## src/rtl/r16_ntt_pkg.sv

```systemverilog
// Shared definitions for the radix-16 NTT stage scheduler and related
// pipeline controllers: controller states, default geometry, width helper.
package r16_ntt_pkg;

  typedef enum logic [2:0] {
    IDLE  = 3'd0,
    LOAD  = 3'd1,
    ISSUE = 3'd2,
    DRAIN = 3'd3,
    DONE  = 3'd4
  } r16_state_e;

  // 16384-point transform: 3 radix-16 stages followed by one radix-4 stage
  localparam int R16_NUM_STAGE = 4;
  localparam int R16_GROUPS    = 1024;
  localparam int R16_PIPE_LAT  = 4;

  // Bits needed to hold the values 0..n-1, never less than one bit
  function automatic int r16_width(input int n);
    int w;
    w = 1;
    while ((1 << w) < n) w++;
    return w;
  endfunction

endpackage

```

## src/rtl/r16_drain_cnt.sv

```systemverilog
// Loadable down-counter with a zero flag, used to wait out a fixed pipeline
// depth. Clear wins over load, load wins over decrement, and the count
// saturates at zero rather than wrapping.
module r16_drain_cnt #(
  parameter int W = 2
) (
  input  logic         clk,
  input  logic         rst_n,
  input  logic         clr,
  input  logic         load,
  input  logic [W-1:0] load_val,
  input  logic         dec,
  output logic         zero
);

  logic [W-1:0] cnt_q;
  logic [W-1:0] cnt_d;

  // Next count selection
  always_comb begin
    cnt_d = cnt_q;
    if (clr) begin
      cnt_d = '0;
    end else if (load) begin
      cnt_d = load_val;
    end else if (dec && (cnt_q != '0)) begin
      cnt_d = cnt_q - W'(1);
    end
  end

  // Count register
  always_ff @(posedge clk or negedge rst_n) begin
    if (!rst_n) begin
      cnt_q <= '0;
    end else begin
      cnt_q <= cnt_d;
    end
  end

  assign zero = (cnt_q == '0);

endmodule

```

## src/rtl/r16_ntt_stage_sched.sv

```systemverilog
// Stage scheduler for the radix-16 NTT butterfly pipeline. Holds the modulus
// for the whole transform, issues butterfly groups stage by stage, and drains
// the pipeline between stages so a stage never reads data still in flight.
module r16_ntt_stage_sched
  import r16_ntt_pkg::*;
#(
  parameter int P_WIDTH   = 64,
  parameter int NUM_STAGE = R16_NUM_STAGE,
  parameter int GROUPS    = R16_GROUPS,
  parameter int PIPE_LAT  = R16_PIPE_LAT,
  parameter int STG_W     = 2,
  parameter int GRP_W     = 10
) (
  input  logic               clk,
  input  logic               rst_n,
  input  logic               start,
  input  logic               abort,
  input  logic [P_WIDTH-1:0] N_in,
  input  logic               bf_ready,
  output logic               busy,
  output logic [P_WIDTH-1:0] N_out,
  output logic               issue_valid,
  output logic [STG_W-1:0]   stage_idx,
  output logic [GRP_W-1:0]   group_idx,
  output logic               r4_mode,
  output logic               done
);

  localparam int               DRN_W    = r16_width(PIPE_LAT);
  localparam logic [STG_W-1:0] LAST_STG = STG_W'(NUM_STAGE - 1);
  localparam logic [GRP_W-1:0] LAST_GRP = GRP_W'(GROUPS - 1);
  localparam logic [DRN_W-1:0] DRN_INIT = DRN_W'(PIPE_LAT - 1);

  r16_state_e         state_q, state_d;
  logic [P_WIDTH-1:0] n_q, n_d;
  logic [STG_W-1:0]   stage_q, stage_d;
  logic [GRP_W-1:0]   group_q, group_d;
  logic               busy_q, busy_d;
  logic               done_q, done_d;
  logic               r4_q, r4_d;

  logic drn_clr;
  logic drn_load;
  logic drn_dec;
  logic drn_zero;

  // Counts out the pipeline depth between the last issue of a stage and the
  // first issue of the next one
  r16_drain_cnt #(
    .W(DRN_W)
  ) u_drain_cnt (
    .clk      (clk),
    .rst_n    (rst_n),
    .clr      (drn_clr),
    .load     (drn_load),
    .load_val (DRN_INIT),
    .dec      (drn_dec),
    .zero     (drn_zero)
  );

  // Next-state, counter and output decode; abort overrides every transition
  always_comb begin
    state_d  = state_q;
    n_d      = n_q;
    stage_d  = stage_q;
    group_d  = group_q;
    drn_clr  = 1'b0;
    drn_load = 1'b0;
    drn_dec  = 1'b0;

    if (abort) begin
      state_d = IDLE;
      stage_d = '0;
      group_d = '0;
      drn_clr = 1'b1;
    end else begin
      case (state_q)
        IDLE: begin
          if (start) begin
            n_d     = N_in;
            stage_d = '0;
            group_d = '0;
            state_d = LOAD;
          end
        end
        // One cycle for the new modulus to reach the pipeline's delay taps
        LOAD: begin
          state_d = ISSUE;
        end
        ISSUE: begin
          if (bf_ready) begin
            if (group_q == LAST_GRP) begin
              group_d  = '0;
              drn_load = 1'b1;
              state_d  = DRAIN;
            end else begin
              group_d = group_q + GRP_W'(1);
            end
          end
        end
        DRAIN: begin
          if (drn_zero) begin
            if (stage_q == LAST_STG) begin
              state_d = DONE;
            end else begin
              stage_d = stage_q + STG_W'(1);
              state_d = ISSUE;
            end
          end else begin
            drn_dec = 1'b1;
          end
        end
        DONE: begin
          stage_d = '0;
          state_d = IDLE;
        end
        default: begin
          state_d = IDLE;
          stage_d = '0;
          group_d = '0;
          drn_clr = 1'b1;
        end
      endcase
    end

    busy_d = (state_d != IDLE);
    done_d = (state_d == DONE);
    r4_d   = busy_d && (stage_d == LAST_STG);
  end

  // Controller state, held modulus, issue counters and registered status
  always_ff @(posedge clk or negedge rst_n) begin
    if (!rst_n) begin
      state_q <= IDLE;
      n_q     <= '0;
      stage_q <= '0;
      group_q <= '0;
      busy_q  <= 1'b0;
      done_q  <= 1'b0;
      r4_q    <= 1'b0;
    end else begin
      state_q <= state_d;
      n_q     <= n_d;
      stage_q <= stage_d;
      group_q <= group_d;
      busy_q  <= busy_d;
      done_q  <= done_d;
      r4_q    <= r4_d;
    end
  end

  assign busy        = busy_q;
  assign N_out       = n_q;
  assign stage_idx   = stage_q;
  assign group_idx   = group_q;
  assign r4_mode     = r4_q;
  assign done        = done_q;
  // Issue follows the pipeline handshake in the same cycle
  assign issue_valid = (state_q == ISSUE) && bf_ready;

endmodule

```

## config.mk

```make
export PLATFORM = sky130hd
export DESIGN_NAME = r16_ntt_stage_sched
export DESIGN_NICKNAME = d
export VERILOG_FILES = /design/src/rtl/r16_ntt_pkg.sv /design/src/rtl/r16_drain_cnt.sv /design/src/rtl/r16_ntt_stage_sched.sv
export SDC_FILE = /design/constraint.sdc
export NUM_CORES = 1
export LEC_CHECK = 0
export ABC_CLOCK_PERIOD_IN_PS = 1850
export CAP_MARGIN = 20
export CORE_MARGIN = 1.5
export CORE_UTILIZATION = 40
export DETAILED_ROUTE_END_ITERATION = 12
export PLACE_DENSITY = 0.76
export RECOVER_POWER = 25
export SETUP_SLACK_MARGIN = 0.2
export SYNTH_ARGS = -nofsm -noshare
export SYNTH_HDL_FRONTEND = slang
export SYNTH_SLANG_ARGS = --single-unit
```

## constraint.sdc

```tcl
create_clock -name clk -period 1.85 [get_ports clk]
set_input_delay 0.37 -clock clk [delete_from_list [all_inputs] [get_ports clk]]
set_output_delay 0.37 -clock clk [all_outputs]
set_load 0.01 [all_outputs]
```

=== Yosys cells after proc, flatten, opt, wreduce, memory -nomap -nowiden ===
Cells that the tools add are included.
Widths: inputs -> output; s select.

* Add/subtract/negate cells: 3
* Multipliers: 0
* Div/mod/pow operators: 0
* Order comparisons: 0
* Equal/unequal tests: 11
* Shifts and indexed selects: 0
* Muxes and demuxes: 29
* Bitwise gates (word level): 1
* Reduce and logical (&&, ||, !) cells: 13

{| class="wikitable"
|+ Operators by type and width
! operator !! number
|-
| $mux 10 || 4
|-
| $pmux 10 s3 || 1
|-
| $mux 3 || 6
|-
| $mux 2 || 7
|-
| $pmux 3 s4 || 1
|-
| $add 10x1->10 const B || 1
|-
| $eq 10x10->1 const B || 1
|-
| $mux 1 || 9
|-
| $eq 3x2->1 const B || 2
|-
| $eq 3x3->1 const B || 2
|-
| $ne 3x3->1 const B || 2
|-
| $pmux 2 s3 || 1
|-
| $reduce_and 3->1 || 2
|-
| $reduce_bool 3->1 || 2
|-
| $reduce_or 5->1 || 1
|-
| $eq 2x2->1 const B || 2
|-
| $eq 3x1->1 const B || 1
|-
| $logic_and 1x1->1 || 3
|-
| $logic_not 3->1 || 1
|-
| $reduce_or 3->1 || 1
|-
| $add 2x1->2 const B || 1
|-
| $logic_not 2->1 || 1
|-
| $ne 2x1->1 const B || 1
|-
| $reduce_bool 2->1 || 1
|-
| other kinds (3) || 3
|}

* Bits in registers: 84
* Latch bits: 0
* Memory bits (writable): 0
* ROM bits: 0
* Input port bits: 69
* Output and inout port bits: 80
* Word-level logic and storage cells: 65
* Memories kept: 0

=== Logic depth before layout (Yosys ltp) ===
* Depth in word-level cells: 8
* Gate-level depth with buffers: 6
* Mapped depth without buffers: 6

=== Modules after synthesis ===
Synthesis repeated with hierarchy kept, for this count alone.

* Cell total of the unflattened synthesis: 258
* Area total of the unflattened synthesis: 3598.5 um2

{| class="wikitable"
|+ Modules (own cells, without submodules)
! module !! times used !! cells each !! area an instance (um2) !! seq. area each (um2)
|-
| r16_ntt_stage_sched || 1 || 244 || 3448.3 || 2052.0
|-
| r16_drain_cnt || 1 || 14 || 150.1 || 50.0
|}

=== Least setup slack after synthesis ===
OpenSTA, ideal clock, no wires.

* Path kind: reg2reg
* Start: register state_q[0]
* End: register u_drain_cnt.cnt_q[0]
* Setup time: 65 ps
* Data arrival time: 1587 ps
* Required time: 1785 ps
* Path slack: 198 ps
* Stages on the path, launching flop included: 5
* Buffers on the path: 1
* Period minus slack after synthesis: 1652 ps
* Cell sequence: dfrtp_1 > clkbuf_1 > nor4bb_1 > a32o_1 > o221a_2

* Longest elaborated chain between the ends: 5
* Elaborated cells between the ends (all ways): 16
* Classes of those cells: 4 x eq/ne; 8 x mux; 4 x reduce/logical

{| class="wikitable"
|+ RTL lines
! item !! line !! source
|-
| start, declared || r16_ntt_stage_sched.sv:34 || <nowiki>r16_state_e state_q, state_d;</nowiki>
|-
| start signal, assigned || r16_ntt_stage_sched.sv:142 || <nowiki>state_q <= state_d;</nowiki>
|-
| $eq 3x2->1, or another cell as far along || r16_ntt_stage_sched.sv:77 || <nowiki>case (state_q)</nowiki>
|-
| $reduce_or 5->1 (no source line) or $mux 1 (tied branches) || -- ||
|-
| $mux 1 (on tied branches) || r16_ntt_stage_sched.sv:77, r16_ntt_stage_sched.sv:71 ||
|-
| $mux 1, or another cell as far along || r16_ntt_stage_sched.sv:71 || <nowiki>if (abort) begin</nowiki>
|-
| $reduce_bool 3->1 (no source line) or $mux 2 (tied branches) || -- ||
|-
| end signal, assigned || r16_drain_cnt.sv:36 || <nowiki>cnt_q <= cnt_d;</nowiki>
|-
| end, declared || r16_drain_cnt.sv:16 || <nowiki>logic [W-1:0] cnt_q;</nowiki>
|}

Parallel ways exist; a longest one is shown, timed or not.
A chain may end at the register's enable or synchronous reset.

=== Worst setup path after layout ===
* Start: input bf_ready
* End: output issue_valid

* Longest elaborated chain between the ends: 1

{| class="wikitable"
|+ RTL lines
! item !! line !! source
|-
| start, declared || r16_ntt_stage_sched.sv:19 || <nowiki>input logic bf_ready,</nowiki>
|-
| $logic_and 1x1->1 || r16_ntt_stage_sched.sv:159 || <nowiki>assign issue_valid = (state_q == ISSUE) && bf_ready;</nowiki>
|-
| end, declared || r16_ntt_stage_sched.sv:22 || <nowiki>output logic issue_valid,</nowiki>
|}

Every way passes these cells.

==> results.md <==
* Status: finished, final reports clean
* Worst Skew at 0.01118 ns
* PwrDens at 891.1 nW/um^2
* Root Driver: clkbuf_8
* I/O pin cnt at 149
* Hold crit path type: flip-flop to flip-flop
* Final setup vio count at 0
* Critical Path Sink Type: output port
* Vias post-DR at 2649
* I/O Buffers at 148
* Clk buf depth at 2
* Final net count at 500
* Max-slew headroom at 0.4256
* Critical Path Fanout Max at 2
* Die ar. at 9158 um^2
* Maximum VDD drop at 0.0004520 V
* Die extent in y at 95.70 um
* Vias in the first global route at 2633
* Avg Cell Area, Syn at 14.03 um^2
* Yosys reg bits at 84
* Total wire length at 9.113 mm
* Initial antenna violation count at 0
* Worst slew pin tran at 0.8616 ns
* DRT Pass-1 Iters at 4
* Max Fclk at 610.0 MHz
* Final worst path period need at 1.639 ns
* Detailed Place HPWL at 6.097 mm
* # rows at 33
* GR Util All Layers at 0.1830
* Grt ovf at 0
* Worst setup SP type: primary input
* Number of buffers created by CTS at 9
* H-Tree Level Count at 3
* CTS clk-pin slew, worst paths at 0.08 ns
* Core Region at 8258 um^2
* First-pass GRT wire length at 12.79 mm
* CTS tree: done
* CP required at 1.48 ns
* Die width at 95.70 um
* Clock latency at the later pin of the worst-skew pair at 0.34 ns
* Distinct cells, synth at 39
* Hold Vio Cnt, Final at 0
* Drt wl/cell at 16.91 um
* Initial Utilization at 0.4162
* Hold WS at 0.5054 ns
* DR vias/cell at 4.915
* Area Overhead vs Synth at 64.14%
* Post-DP Area at 5186 um^2
* Syn Std Cell Area at 3437 um^2
* Ant diodes at 0
* Layout cells sized above 1 at 0.3134
* Largest net degree at the start of global routing at 63
* Sequential cell area fraction in the yosys report at 0.6116
* Synth area leader: dfrtp_1
* RSZ-0062 raised after global routing: yes
* Setup WS pre-CTS at -0.2748 ns
* Syn Nets at 316
* Final Worst Setup Slack at 0.2108 ns
* Iter 0 DRT Violations at 40
* Top cell type's share of synthesized area at 0.6116
* Leak Pwr at 0.002787 uW
* Max_cap viols at 0
* WS Path Type: primary input to output port
* DRC viols at 0
* Post-layout util at 0.6832
* Antenna Violating Nets Remaining at 0
* Gpl congestion at 0.7972
* Syn Inst Count at 245
* Final worst-path cycle share at 0.8861
* Clk sinks at 84
* Final Slew Violations at 0
* Total of warnings raised by yosys at 0
* Final Cell Area at 5642 um^2
* Total power at 5027 uW
* Synth area leaders: dfrtp_1, mux2_2, nor2_1, xor2_1, a21oi_1
* Worst endpoint data arrival time at 1.27 ns
## repair_timing
action                                  4_1_cts  5_1_grt
resized for setup                            20       43
pin swaps                                     0        2
hold buffers                                  1        0
cloned                                        0        4
endpoints found under the setup margin       19      110
endpoints found under the hold margin        29        0
setup buffers                                 5        5
## synthesized netlist by cell type (all sizes together)
cell,instances
nor3,2
xor2,5
nand2b,1
a21oi,9
o31ai,2
ha,2
or4,1
o21a,2
buf,8
mux2,64
inv,6
o21ai,6
o221a,2
nor2b,2
nor2,13
a32o,1
nand3b,1
nand2,7
a22o,1
or3,2
nand4,2
o211a,1
clkbuf,1
or2,1
nand3,8
and4,1
nor4bb,1
a21o,1
and3,6
dfrtp,84
o211ai,1
a211oi,1
## cell families (layout without fill, tap and decap cells)
logic type                 Yosys count  in the layout  share of synthesized area
AOI/OAI and AO/OA                   27             27                    0.05824
buffers and inverters               15            204                    0.02111
and+or+nand+nor                     48             48                    0.07936
adders and majority gates            2              2                   0.007280
muxes                               64             64                     0.2097
DFF                                 84             84                     0.6116
xor gates and xnor gates             5              5                    0.01274
## stage by stage
| stage | TNS [ns] | cells |
|---|---|---|
| 6_report | 0 | 539 |
| 4_1_cts | 0 | 530 |
| 3_3_place_gp | -5.100 | 508 |
| 2_1_floorplan | 0 | 245 |
| 3_5_place_dp | -6.708 | 508 |
| 5_1_grt | 0 | 539 |
## metal layers
layer  track usage  vias to the layer above  share of wire
met3       0.04976                       14          0.077
met4       0.06250                        0          0.015
li1              -                     1244              -
met5             0                        -              0
met2        0.3128                      101           0.50
met1        0.2223                     1290           0.41
## report_power, final
part | leakage (uW) | internal, uW | switching [uW]
clock | 0.000100 | 625 | 652
combinational | 0.00166 | 915 | 540
sequential | 0.00103 | 2150 | 146
total | 0.00279 | 3690 | 1340
## critical path: stages
cell,delay (ns)
clkdlybuf4s50_1,0.49
nor4bb_4,0.23
buf_2,0.18
## cell type report
type                       instances  area [um^2]
clock buffer                      10        127.6
inverter                           6        22.52
fill                             592         2616
multi-input combinational        146         1315
clock inverter                     6        62.56
sequential                        84         2105
timing repair buffer             182         1878
tap                              105        131.4
## worst paths after layout
check / start / slack (ns) / endpoint / depth (start not counted)
max in group asynchronous: rst_n / 0.52 / group_idx[8] / 3
worst max-delay path: bf_ready / 0.21 / issue_valid / 3
worst min register to register: N_out[16] / 0.51 / N_out[16] / 1
worst min-delay path: N_out[16] / 0.51 / N_out[16] / 1
worst max register to register: state_q[0] / 0.22 / N_out[38] / 5
min in group asynchronous: rst_n / 0.67 / N_out[18] / 2
## registers in the layout, summed over array words and instances, names as in the netlist
register,cells
stage_idx,2
state_q,3
u_drain_cnt.cnt_q,2
busy,1
done,1
r4_mode,1
N_out,64
group_idx,10
## placed cells by master, fill, tap and decap left out, types with 5 or more instances in the layout
| master | instances |
|---|---|
| o21ai_0 | 5 |
| buf_4 | 26 |
| dfrtp_1 | 82 |
| clkbuf_8 | 9 |
| a21oi_1 | 8 |
| xor2_1 | 5 |
| dlymetal6s2s_1 | 34 |
| inv_1 | 6 |
| clkdlybuf4s50_1 | 99 |
| dlygate4sd2_1 | 13 |
| mux2_2 | 64 |
| nand3_1 | 7 |
| nand2_1 | 5 |
| and3_1 | 5 |
| nor2_1 | 10 |
Note: power is estimated with default switching activity, not from simulation.
